`src/rtl/truth_table_pkg.sv`:
```
// Shared state encoding, mode constants and parameter checks for the
// programmable truth-table function unit.
package truth_table_pkg;

  typedef enum logic [1:0] {
    ST_IDLE  = 2'd0,
    ST_LOAD  = 2'd1,
    ST_READY = 2'd2,
    ST_SWEEP = 2'd3
  } tt_state_e;

  // Table bit meaning: SOP marks minterms (f=1), POS marks maxterms (f=0).
  localparam logic MODE_SOP = 1'b0;
  localparam logic MODE_POS = 1'b1;

  localparam int unsigned N_VARS_MIN = 32'd2;
  localparam int unsigned N_VARS_MAX = 32'd8;

  function automatic logic n_vars_legal(input int unsigned n);
    return (n >= N_VARS_MIN) && (n <= N_VARS_MAX);
  endfunction

endpackage

```
`src/rtl/truth_table_unit_out_stage.sv`:
```
// One-entry output holding register with valid/ready; refill and drain may
// happen in the same cycle so a steady stream runs at full rate.
module tt_out_stage #(
  parameter int unsigned W = 1
) (
  input  logic         clk,
  input  logic         rst_n,
  input  logic         push,
  input  logic [W-1:0] push_data,
  output logic         can_push,
  output logic         out_valid,
  output logic [W-1:0] out_data,
  input  logic         out_ready
);

  logic         valid_r;
  logic [W-1:0] data_r;

  assign can_push  = ~valid_r | out_ready;
  assign out_valid = valid_r;
  assign out_data  = data_r;

  // Holding register: loads on push, empties when drained without a refill.
  always_ff @(posedge clk or negedge rst_n) begin
    if (!rst_n) begin
      valid_r <= 1'b0;
      data_r  <= {W{1'b0}};
    end else if (push) begin
      valid_r <= 1'b1;
      data_r  <= push_data;
    end else if (out_ready) begin
      valid_r <= 1'b0;
    end
  end

endmodule

```
`src/rtl/truth_table_unit.sv`:
```
// Programmable N_VARS-input Boolean function: serial truth-table load,
// handshaked evaluation, and a full-input sweep that counts true outputs.
module truth_table_unit
  import truth_table_pkg::*;
#(
  parameter int unsigned N_VARS = 4
) (
  input  logic              clk,
  input  logic              rst_n,
  input  logic              cfg_start,
  input  logic              cfg_pos,
  input  logic              cfg_valid,
  input  logic              cfg_bit,
  output logic              cfg_done,
  output logic              table_ok,
  input  logic              in_valid,
  output logic              in_ready,
  input  logic [N_VARS-1:0] in_vars,
  output logic              out_valid,
  input  logic              out_ready,
  output logic              out_f,
  input  logic              sweep_start,
  output logic              sweep_busy,
  output logic              sweep_done,
  output logic [N_VARS:0]   ones_count
);

  localparam int unsigned   DEPTH    = 2 ** N_VARS;
  localparam logic [N_VARS:0] LAST_IDX = {1'b0, {N_VARS{1'b1}}};
  localparam logic [N_VARS:0] CNT_ONE  = {{N_VARS{1'b0}}, 1'b1};

  if (!n_vars_legal(N_VARS)) begin : g_n_vars_check
    $error("truth_table_unit: N_VARS must lie in 2..8");
  end

  tt_state_e         state_r;
  tt_state_e         state_nx_s;
  logic [DEPTH-1:0]  table_r;
  logic              mode_r;
  logic [N_VARS:0]   cnt_r;
  logic [N_VARS:0]   acc_r;
  logic [N_VARS:0]   ones_count_r;
  logic              cfg_done_r;
  logic              table_ok_r;
  logic              sweep_busy_r;
  logic              sweep_done_r;

  logic              cfg_accept_s;
  logic              beat_s;
  logic              last_beat_s;
  logic              sweep_accept_s;
  logic              sweep_step_s;
  logic              sweep_last_s;
  logic              stage_ready_s;
  logic              out_valid_s;
  logic              req_accept_s;
  logic              eval_f_s;
  logic              sweep_f_s;

  assign eval_f_s     = table_r[in_vars] ^ (mode_r == MODE_POS);
  assign sweep_f_s    = table_r[cnt_r[N_VARS-1:0]] ^ (mode_r == MODE_POS);
  assign in_ready     = (state_r == ST_READY) & stage_ready_s;
  assign req_accept_s = in_valid & in_ready;

  // State register.
  always_ff @(posedge clk or negedge rst_n) begin
    if (!rst_n) begin
      state_r <= ST_IDLE;
    end else begin
      state_r <= state_nx_s;
    end
  end

  // Next-state and control strobes; a pending result blocks reload and sweep.
  always_comb begin
    state_nx_s     = state_r;
    cfg_accept_s   = 1'b0;
    beat_s         = 1'b0;
    last_beat_s    = 1'b0;
    sweep_accept_s = 1'b0;
    sweep_step_s   = 1'b0;
    sweep_last_s   = 1'b0;
    case (state_r)
      ST_IDLE: begin
        if (cfg_start) begin
          cfg_accept_s = 1'b1;
          state_nx_s   = ST_LOAD;
        end else begin
          state_nx_s   = ST_IDLE;
        end
      end
      ST_LOAD: begin
        if (cfg_valid) begin
          beat_s = 1'b1;
          if (cnt_r == LAST_IDX) begin
            last_beat_s = 1'b1;
            state_nx_s  = ST_READY;
          end else begin
            state_nx_s  = ST_LOAD;
          end
        end else begin
          state_nx_s = ST_LOAD;
        end
      end
      ST_READY: begin
        if (cfg_start && !out_valid_s) begin
          cfg_accept_s   = 1'b1;
          state_nx_s     = ST_LOAD;
        end else if (sweep_start && !out_valid_s) begin
          sweep_accept_s = 1'b1;
          state_nx_s     = ST_SWEEP;
        end else begin
          state_nx_s     = ST_READY;
        end
      end
      ST_SWEEP: begin
        sweep_step_s = 1'b1;
        if (cnt_r == LAST_IDX) begin
          sweep_last_s = 1'b1;
          state_nx_s   = ST_READY;
        end else begin
          state_nx_s   = ST_SWEEP;
        end
      end
      default: begin
        state_nx_s = ST_IDLE;
      end
    endcase
  end

  // Table, shared load/sweep index counter, sweep accumulator and status flags.
  always_ff @(posedge clk or negedge rst_n) begin
    if (!rst_n) begin
      table_r      <= {DEPTH{1'b0}};
      mode_r       <= MODE_SOP;
      cnt_r        <= {(N_VARS+1){1'b0}};
      acc_r        <= {(N_VARS+1){1'b0}};
      ones_count_r <= {(N_VARS+1){1'b0}};
      cfg_done_r   <= 1'b0;
      table_ok_r   <= 1'b0;
      sweep_busy_r <= 1'b0;
      sweep_done_r <= 1'b0;
    end else begin
      cfg_done_r   <= last_beat_s;
      sweep_done_r <= sweep_last_s;
      if (cfg_accept_s) begin
        cnt_r      <= {(N_VARS+1){1'b0}};
        mode_r     <= cfg_pos;
        table_ok_r <= 1'b0;
      end else if (beat_s) begin
        table_r[cnt_r[N_VARS-1:0]] <= cfg_bit;
        cnt_r                      <= cnt_r + CNT_ONE;
        if (last_beat_s) begin
          table_ok_r <= 1'b1;
        end
      end else if (sweep_accept_s) begin
        cnt_r        <= {(N_VARS+1){1'b0}};
        acc_r        <= {(N_VARS+1){1'b0}};
        sweep_busy_r <= 1'b1;
      end else if (sweep_step_s) begin
        cnt_r <= cnt_r + CNT_ONE;
        acc_r <= acc_r + {{N_VARS{1'b0}}, sweep_f_s};
        // The last index is folded in here so the count is final one cycle later.
        if (sweep_last_s) begin
          ones_count_r <= acc_r + {{N_VARS{1'b0}}, sweep_f_s};
          sweep_busy_r <= 1'b0;
        end
      end
    end
  end

  tt_out_stage #(
    .W (1)
  ) u_out_stage (
    .clk       (clk),
    .rst_n     (rst_n),
    .push      (req_accept_s),
    .push_data (eval_f_s),
    .can_push  (stage_ready_s),
    .out_valid (out_valid_s),
    .out_data  (out_f),
    .out_ready (out_ready)
  );

  assign out_valid  = out_valid_s;
  assign cfg_done   = cfg_done_r;
  assign table_ok   = table_ok_r;
  assign sweep_busy = sweep_busy_r;
  assign sweep_done = sweep_done_r;
  assign ones_count = ones_count_r;

endmodule

```
`config.mk`:
```
export PLATFORM = sky130hd
export DESIGN_NAME = truth_table_unit
export DESIGN_NICKNAME = d
export VERILOG_FILES = /design/src/rtl/truth_table_pkg.sv /design/src/rtl/truth_table_unit_out_stage.sv /design/src/rtl/truth_table_unit.sv
export SDC_FILE = /design/constraint.sdc
export NUM_CORES = 1
export LEC_CHECK = 0
export CORE_MARGIN = 2
export CORE_UTILIZATION = 55
export DETAILED_ROUTE_END_ITERATION = 7
export HOLD_SLACK_MARGIN = 0.15
export PLACE_DENSITY = 0.89
export SYNTH_ARGS = -nofsm -noshare
export SYNTH_HDL_FRONTEND = slang
export SYNTH_SLANG_ARGS = --single-unit
```
`constraint.sdc`:
```
create_clock -name clk -period 3.12 [get_ports clk]
set_input_delay 0.78 -clock clk [delete_from_list [all_inputs] [get_ports clk]]
set_output_delay 0.78 -clock clk [all_outputs]
set_load 0.005 [all_outputs]
```
==> results of run 1 <==
-- layout by cell type (no fill, tap or decap), drive strengths merged --
master	Yosys	layout
a2111o	1	1
a211oi	1	1
a21o	3	3
a21oi	6	6
a31oi	1	1
a41oi	1	1
and2	2	2
and3	3	3
and3b	1	1
buf	3	1
bufinv	0	1
clkbuf	4	6
clkdlybuf4s50	0	23
clkinv	0	1
dfrtp	40	40
ha	7	7
inv	5	5
mux2	19	19
mux2i	1	1
mux4	9	9
nand2	14	14
nand2b	4	4
nand3	9	9
nand3b	1	1
nand4	1	1
nor2	20	20
nor2b	1	1
nor3	4	4
nor3b	1	1
o21a	2	2
o21ai	6	6
o22ai	1	1
or2	1	1
or3	2	2
or3b	1	1
xnor2	2	2
xor2	6	6
-- per-stage QoR --
stage | std cells | cell area [sq um] | utilization (%) | hold slack, ns | setup slack (ns)
5_1_grt | 256 | 2490 | 67.4 | 0.508 | 0.0370
4_1_cts | 256 | 2490 | 67.4 | 0.489 | 0.215
2_1_floorplan | 183 | 2110 | - | 0.473 | 0.493
6_report | 256 | 2490 | 67.4 | 0.481 | 0.207
3_3_place_gp | 248 | 2360 | 64.1 | 0.459 | 0.334
3_5_place_dp | 248 | 2360 | 64.1 | 0.472 | 0.247
-- sequential cells by signal (all words and copies together), names as in the netlist --
signal / count
cnt_r: 5
table_ok: 1
ones_count: 5
state_r: 2
cfg_done: 1
mode_r: 1
u_out_stage.out_data: 1
u_out_stage.out_valid: 1
sweep_done: 1
sweep_busy: 1
table_r: 16
acc_r: 5
-- cell families (layout without fill, tap and decap cells) --
logic type      count (synthesis)  count (layout)
mux                            29              29
flops                          40              40
simple gates                   65              65
compound gates                 22              22
buf+inv                        12              37
fa+ha+maj                       7               7
xor+xnor                        8               8
-- path summary, 6_finish.rpt --
check                                               start                   endpoint  slack [ns]  depth (start not counted)
worst max-delay path                 cnt_r[0]$_DFFE_PN0P_       acc_r[4]$_DFFE_PN0P_        0.21                          8
worst min-delay path            ones_count[3]$_DFFE_PN0P_  ones_count[3]$_DFFE_PN0P_        0.48                          2
worst max register to register       cnt_r[0]$_DFFE_PN0P_       acc_r[4]$_DFFE_PN0P_        0.21                          8
worst min register to register  ones_count[3]$_DFFE_PN0P_  ones_count[3]$_DFFE_PN0P_        0.48                          2
max in group asynchronous                           rst_n     table_r[0]$_DFFE_PN0P_        1.99                          1
min in group asynchronous                           rst_n  ones_count[3]$_DFFE_PN0P_        0.58                          1
-- routing by layer --
metal / part of all wire (%) / vias to the layer above / GRT usage (%)
met3: 6.6 / 15 / 5.96
met2: 50 / 56 / 35.1
met5: 0 / - / 0
met4: 2.6 / 0 / 9.18
li1: - / 702 / -
met1: 41 / 762 / 27.0
-- layout make-up --
cell class	count	area (sq um)	share of cell area, %
Inverter	5	18.8	0.755
Tap cell	48	60.1	2.42
Sequential cell	40	1000	40.3
Timing Repair Buffer	24	235	9.46
Multi-Input combinational cell	131	1050	42.2
Clock buffer	6	82.6	3.32
Clock inverter	2	38.8	1.56
-- critical path, delay by kind of cell (launching register included) --
family                   cells  cell delay (ns)
AO/OA/AOI/OAI                1             0.15
XOR/XNOR                     1             0.16
adder cells (fa/ha/maj)      2             0.40
flip-flops                   1             0.54
multiplexers                 2             1.11
AND/OR/NAND/NOR              2             0.48
-- power breakdown --
part	switching, mW	internal (mW)	leakage, nW
Clock	0.184	0.261	0.0614
Sequential	0.224	0.698	0.499
Combinational	0.328	0.435	0.541
Total	0.736	1.39	1.10
-- cells in the mapped netlist --
master and n:
and3b_1 1, nor2b_1 1, buf_6 2, nand3_1 9
mux2_2 19, a21o_1 3, o21ai_0 6, mux2i_1 1
a31oi_1 1, nor2_1 20, and2_1 2, o22ai_1 1
mux4_1 4, nand3b_1 1, inv_1 5, nor3_1 4
o21a_1 2, and3_1 3, clkbuf_1 4, nand2_1 14
ha_1 7, or3b_2 1, a41oi_1 1, a2111o_1 1
a21oi_1 6, xnor2_1 2, or3_1 2, mux4_2 5
nand2b_1 4, buf_4 1, xor2_1 6, nand4_1 1
or2_2 1, dfrtp_1 40, nor3b_1 1, a211oi_1 1
==> summary.json, run 1 <==
{
  "outcome": {
    "status": "complete, no violations"
  },
  "die": {
    "floorplan.initialDensity_pct": 57.3,
    "floorplan.die.width_um": 66.0,
    "io_pins": 25,
    "rows": 22,
    "die_area_sq_um": 4360,
    "die_height_um": 66.0,
    "fp.coreArea_sq_um": 3690
  },
  "logic_synthesis": {
    "ys_types": 36,
    "syn-cell-area_sq_um": 2110,
    "yosysTopAreaCellShare_pct": 47.3,
    "post_synth_main_area_contributors": "dfrtp_1 47%, mux2_2 10%, mux4_2 5.3%",
    "syn_area_per_cell_sq_um": 11.6,
    "synth_fp_nets": 203,
    "synth_compound_area_share_pct": 6.51,
    "synth_simple_gate_area_share_pct": 14.8,
    "post-synth-top-area-cell": "dfrtp_1",
    "synth_warnings": 0,
    "postSynthCellCount": 183,
    "synthXorXnorAreaFrac_pct": 3.31,
    "yosys-mux-area-fraction_pct": 20.9,
    "synth_fa_ha_area_share_pct": 4.14,
    "yosys_register_bits": 40,
    "synth_top_family_by_area": "multiplexers",
    "synth_seq_area_share_pct": 47.3
  },
  "global_route": {
    "gr-usage-all-layers_pct": 21.5,
    "grt_max_degree": 41,
    "first_global_vias": 1472,
    "grt_remaining_overflow": 0,
    "grt_first_pass_wirelength_um": 6900,
    "grt_antenna_before_repair": 0
  },
  "timing": {
    "period_needed_ns": 2.91,
    "hold_violations": 0,
    "timing.setup.tns_ns": 0,
    "maxSlewHeadroom_pct": 43.0,
    "timing.final.crit_share_pct": 93.4,
    "setup_viol": 0,
    "timing.clock.skew_ns": 0.00660,
    "rsz0062_at_grt": "false",
    "finalMaxSlewViolations": 0,
    "maxClockFrequency_ghz": 0.343,
    "max_slew.worst_pin.slew_ns": 0.855
  },
  "cts": {
    "cts_setup_buffers": 0,
    "cts_htree_levels": 2,
    "numClockSinks": 40,
    "cts_tree": "built",
    "clk_path_buf_depth": 2,
    "cts_buffers": 5,
    "ctsHoldBuffers": 0,
    "post_cts_resize_count": 0,
    "worstSkewPairLatency_ns": 0.30,
    "path_clk_slew_ns": 0.08,
    "cts_root_buffer": "clkbuf_8"
  },
  "power": {
    "power.density_nw_per_um2": 857,
    "cellLeakagePower_nw": 1.10,
    "report.power.total_mw": 2.13,
    "max-vdd-ir-drop_v": 0.000393
  },
  "job": {
    "maxCapViolations": 0
  },
  "worst_setup_path": {
    "worst_path_largest_cell_delay_ns": 0.60,
    "critical_path.endpoint_type": "register",
    "critical_path.max_fanout": 9,
    "critical_path.most_common_cell": "ha_1",
    "worst_path_max_delay_cell": "mux4_1",
    "worst-endpoint-required_ns": 3.35,
    "worst-setup-path-type": "reg2reg",
    "critical_path_arrival_ns": 3.14,
    "setup.worst_path.start_class": "register",
    "crit_chain": "mux4_1 -> mux4_2 -> xor2_1 -> ha_1 -> ha_1 -> nand3_1 -> or3_1 -> a21oi_1"
  },
  "final_layout": {
    "synthToLayoutAreaGrowth_pct": 17.6,
    "insertedDiodeCount": 0,
    "layout.nets": 227,
    "final_layout_size_suffix_gt1_share_pct": 16.8,
    "layout.filler_cells": 262
  },
  "placement": {
    "final_gp_congestion": 0.906,
    "buffer_ports.inserted": 24,
    "post-dp-hpwl_um": 2910
  },
  "drt": {
    "avgViaCountPerCell": 6.00,
    "antenna_left": 0,
    "detail_route.wirelength_um": 4100,
    "drt_pre_antenna_iters": 4,
    "first_iteration_detailed_routing_drc_count": 86,
    "detailed_route_drc_error_count": 0,
    "route.vias.total": 1535,
    "drt-wirelength-per-cell_um": 16.0
  },
  "worst_hold_path": {
    "hold_path_class": "reg2reg"
  }
}
Power figures use the tool's default switching activity.
==> inputs of run 2 (changes only) <==
--- a/config.mk
+++ b/config.mk
@@ -10,6 +10,7 @@
 export DETAILED_ROUTE_END_ITERATION = 7
 export HOLD_SLACK_MARGIN = 0.15
 export PLACE_DENSITY = 0.89
+export SKIP_CTS_REPAIR_TIMING = 1
 export SYNTH_ARGS = -nofsm -noshare
 export SYNTH_HDL_FRONTEND = slang
 export SYNTH_SLANG_ARGS = --single-unit
==> results of run 2 <==
Same layout as run 1: the final DEF is identical, and so are final timing and power.
==> inputs of run 3 (changes only) <==
--- a/config.mk
+++ b/config.mk
@@ -6,10 +6,10 @@
 export NUM_CORES = 1
 export LEC_CHECK = 0
 export CORE_MARGIN = 2
-export CORE_UTILIZATION = 55
+export CORE_UTILIZATION = 59
 export DETAILED_ROUTE_END_ITERATION = 7
 export HOLD_SLACK_MARGIN = 0.15
-export PLACE_DENSITY = 0.89
+export PLACE_DENSITY = 0.94
 export SKIP_CTS_REPAIR_TIMING = 1
 export SYNTH_ARGS = -nofsm -noshare
 export SYNTH_HDL_FRONTEND = slang
==> constraint.sdc (replaced) <==
create_clock -name clk -period 3.4 [get_ports clk]
set_input_delay 0.85 -clock clk [delete_from_list [all_inputs] [get_ports clk]]
set_output_delay 0.85 -clock clk [all_outputs]
set_load 0.005 [all_outputs]
==> run 3 against run 2 <==
Effect of this change: clock skew up 0.0091 ns; combinational power down 4.7%; first-iteration DRC count up 49%; critical path depth unchanged; via count down 0.85%; count of clock-buffer cells in the layout unchanged; sequential share of layout area up 1.0 points; clock power down 43%; critical endpoint unchanged; final area down 2.5%; global-route usage up 2.7 points; core utilization up 4.1 points.
==> summary.json, run 3 (synthesis results as in run 1) <==
{
  "die": {
    "rows": 21,
    "die_height_um": 63.9,
    "floorplan.initialDensity_pct": 62.4,
    "fp.coreArea_sq_um": 3390,
    "io_pins": 25,
    "floorplan.die.width_um": 63.9,
    "die_area_sq_um": 4080
  },
  "drt": {
    "drt-wirelength-per-cell_um": 16.9,
    "antenna_left": 0,
    "first_iteration_detailed_routing_drc_count": 128,
    "drt_pre_antenna_iters": 4,
    "detailed_route_drc_error_count": 0,
    "route.vias.total": 1522,
    "avgViaCountPerCell": 5.99,
    "detail_route.wirelength_um": 4300
  },
  "timing": {
    "rsz0062_at_grt": "false",
    "timing.clock.skew_ns": 0.0157,
    "maxClockFrequency_ghz": 0.336,
    "period_needed_ns": 2.98,
    "maxSlewHeadroom_pct": 42.7,
    "finalMaxSlewViolations": 0,
    "timing.final.crit_share_pct": 87.7,
    "setup_viol": 0,
    "timing.setup.tns_ns": 0,
    "max_slew.worst_pin.slew_ns": 0.859,
    "hold_violations": 0
  },
  "worst_setup_path": {
    "critical_path_arrival_ns": 3.28,
    "worst-setup-path-type": "reg2reg",
    "setup.worst_path.start_class": "register",
    "worst-endpoint-required_ns": 3.70,
    "critical_path.max_fanout": 9,
    "critical_path.endpoint_type": "register"
  },
  "power": {
    "report.power.total_mw": 1.83,
    "power_frac_seq_pct": 46.4,
    "switching_power_uw": 694,
    "combPwrFrac_pct": 39.7,
    "power_switching_share_pct": 37.9,
    "max-vdd-ir-drop_v": 0.000362,
    "power.density_nw_per_um2": 756,
    "p_clk_share_pct": 13.9,
    "intPower_mw": 1.14,
    "cellLeakagePower_nw": 1.08
  },
  "final_layout": {
    "flip_flop_count_of_the_largest_register_after_layout": 16,
    "synthToLayoutAreaGrowth_pct": 14.6,
    "layout.cells.most_common_list": "40 x dfrtp_1, 23 x clkdlybuf4s50_1, 20 x nor2_1",
    "layout.cells.most_common": "dfrtp_1",
    "final_layout_size_suffix_gt1_share_pct": 16.8,
    "layout.nets": 227,
    "insertedDiodeCount": 0,
    "postLayoutCellArea_sq_um": 2420,
    "max_flop_register": "table_r"
  },
  "worst_hold_path": {
    "hold_path_class": "reg2reg"
  },
  "cts": {
    "cts_buffers": 5,
    "numClockSinks": 40,
    "clk_path_buf_depth": 2,
    "worstSkewPairLatency_ns": 0.37,
    "cts_tree": "built",
    "cts_root_buffer": "clkbuf_4",
    "cts_htree_levels": 2,
    "path_clk_slew_ns": 0.12
  },
  "job": {
    "maxCapViolations": 0
  },
  "global_route": {
    "grt_max_degree": 41,
    "grt_antenna_before_repair": 0,
    "gr-usage-all-layers_pct": 24.2,
    "first_global_vias": 1555,
    "grt_remaining_overflow": 0,
    "grt_first_pass_wirelength_um": 7440
  },
  "placement": {
    "post-dp-hpwl_um": 3050,
    "buffer_ports.inserted": 24,
    "area_after_detailed_placement_sq_um": 2360,
    "final_gp_congestion": 0.846
  },
  "outcome": {
    "status": "complete, no violations"
  }
}
==> run 3: metal layers <==
metal / track usage (%) / wire [um] / part of all wire [%]
met5: 0 / 0 / 0
met4: 12.8 / 123 / 2.9
met3: 6.51 / 263 / 6.1
met2: 38.9 / 2180 / 51
met1: 29.8 / 1740 / 40
==> run 3: power groups by stage <==
| stage | Combinational (mW) | Sequential (mW) | Clock (mW) |
|---|---|---|---|
| after floorplan | 0.621 | 0.742 | 0 |
| after global placement | 0.668 | 0.834 | 0 |
| after detailed placement | 0.717 | 0.849 | 0 |
| after CTS | 0.727 | 0.842 | 0.258 |
| after global routing | 0.800 | 0.874 | 0.277 |
| final | 0.727 | 0.851 | 0.255 |
==> run 3: metrics by stage <==
stage	std cells	hold slack (ns)	utilization (%)	worst slack (ns)
after detailed placement	246	0.470	69.7	0.457
after floorplan	183	0.473	-	0.773
after CTS	254	0.497	71.5	0.434
after global routing	254	0.529	71.5	0.338
final	254	0.493	71.5	0.419
after global placement	246	0.459	69.7	0.477
==> run 3: layout make-up <==
class	instances	area, sq um
Inverter	5	18.8
Sequential cell	40	1000
Clock buffer	6	51.3
Tap cell	46	57.6
Fill cell	203	966
Multi-Input combinational cell	131	1050
Clock inverter	2	10.0
Timing Repair Buffer	24	235
==> run 3: worst max-delay path: stages, from the launching register on <==
cell and delay, ns:
dfrtp_1 0.56, mux4_1 0.64, mux4_2 0.49, xor2_1 0.17
ha_1 0.22, ha_1 0.22, nand3_1 0.14, or3_1 0.32
a21oi_1 0.14
==> run 3: path summary, 6_finish.rpt <==
path | to | startpoint | slack, ns | cells past startpoint
worst max-delay path | acc_r[4]$_DFFE_PN0P_ | cnt_r[0]$_DFFE_PN0P_ | 0.42 | 8
worst min-delay path | sweep_busy$_DFFE_PN0P_ | sweep_busy$_DFFE_PN0P_ | 0.49 | 1
worst max register to register | acc_r[4]$_DFFE_PN0P_ | cnt_r[0]$_DFFE_PN0P_ | 0.42 | 8
worst min register to register | sweep_busy$_DFFE_PN0P_ | sweep_busy$_DFFE_PN0P_ | 0.49 | 1
max in group asynchronous | table_r[12]$_DFFE_PN0P_ | rst_n | 2.27 | 1
min in group asynchronous | mode_r$_DFFE_PN0P_ | rst_n | 0.58 | 1
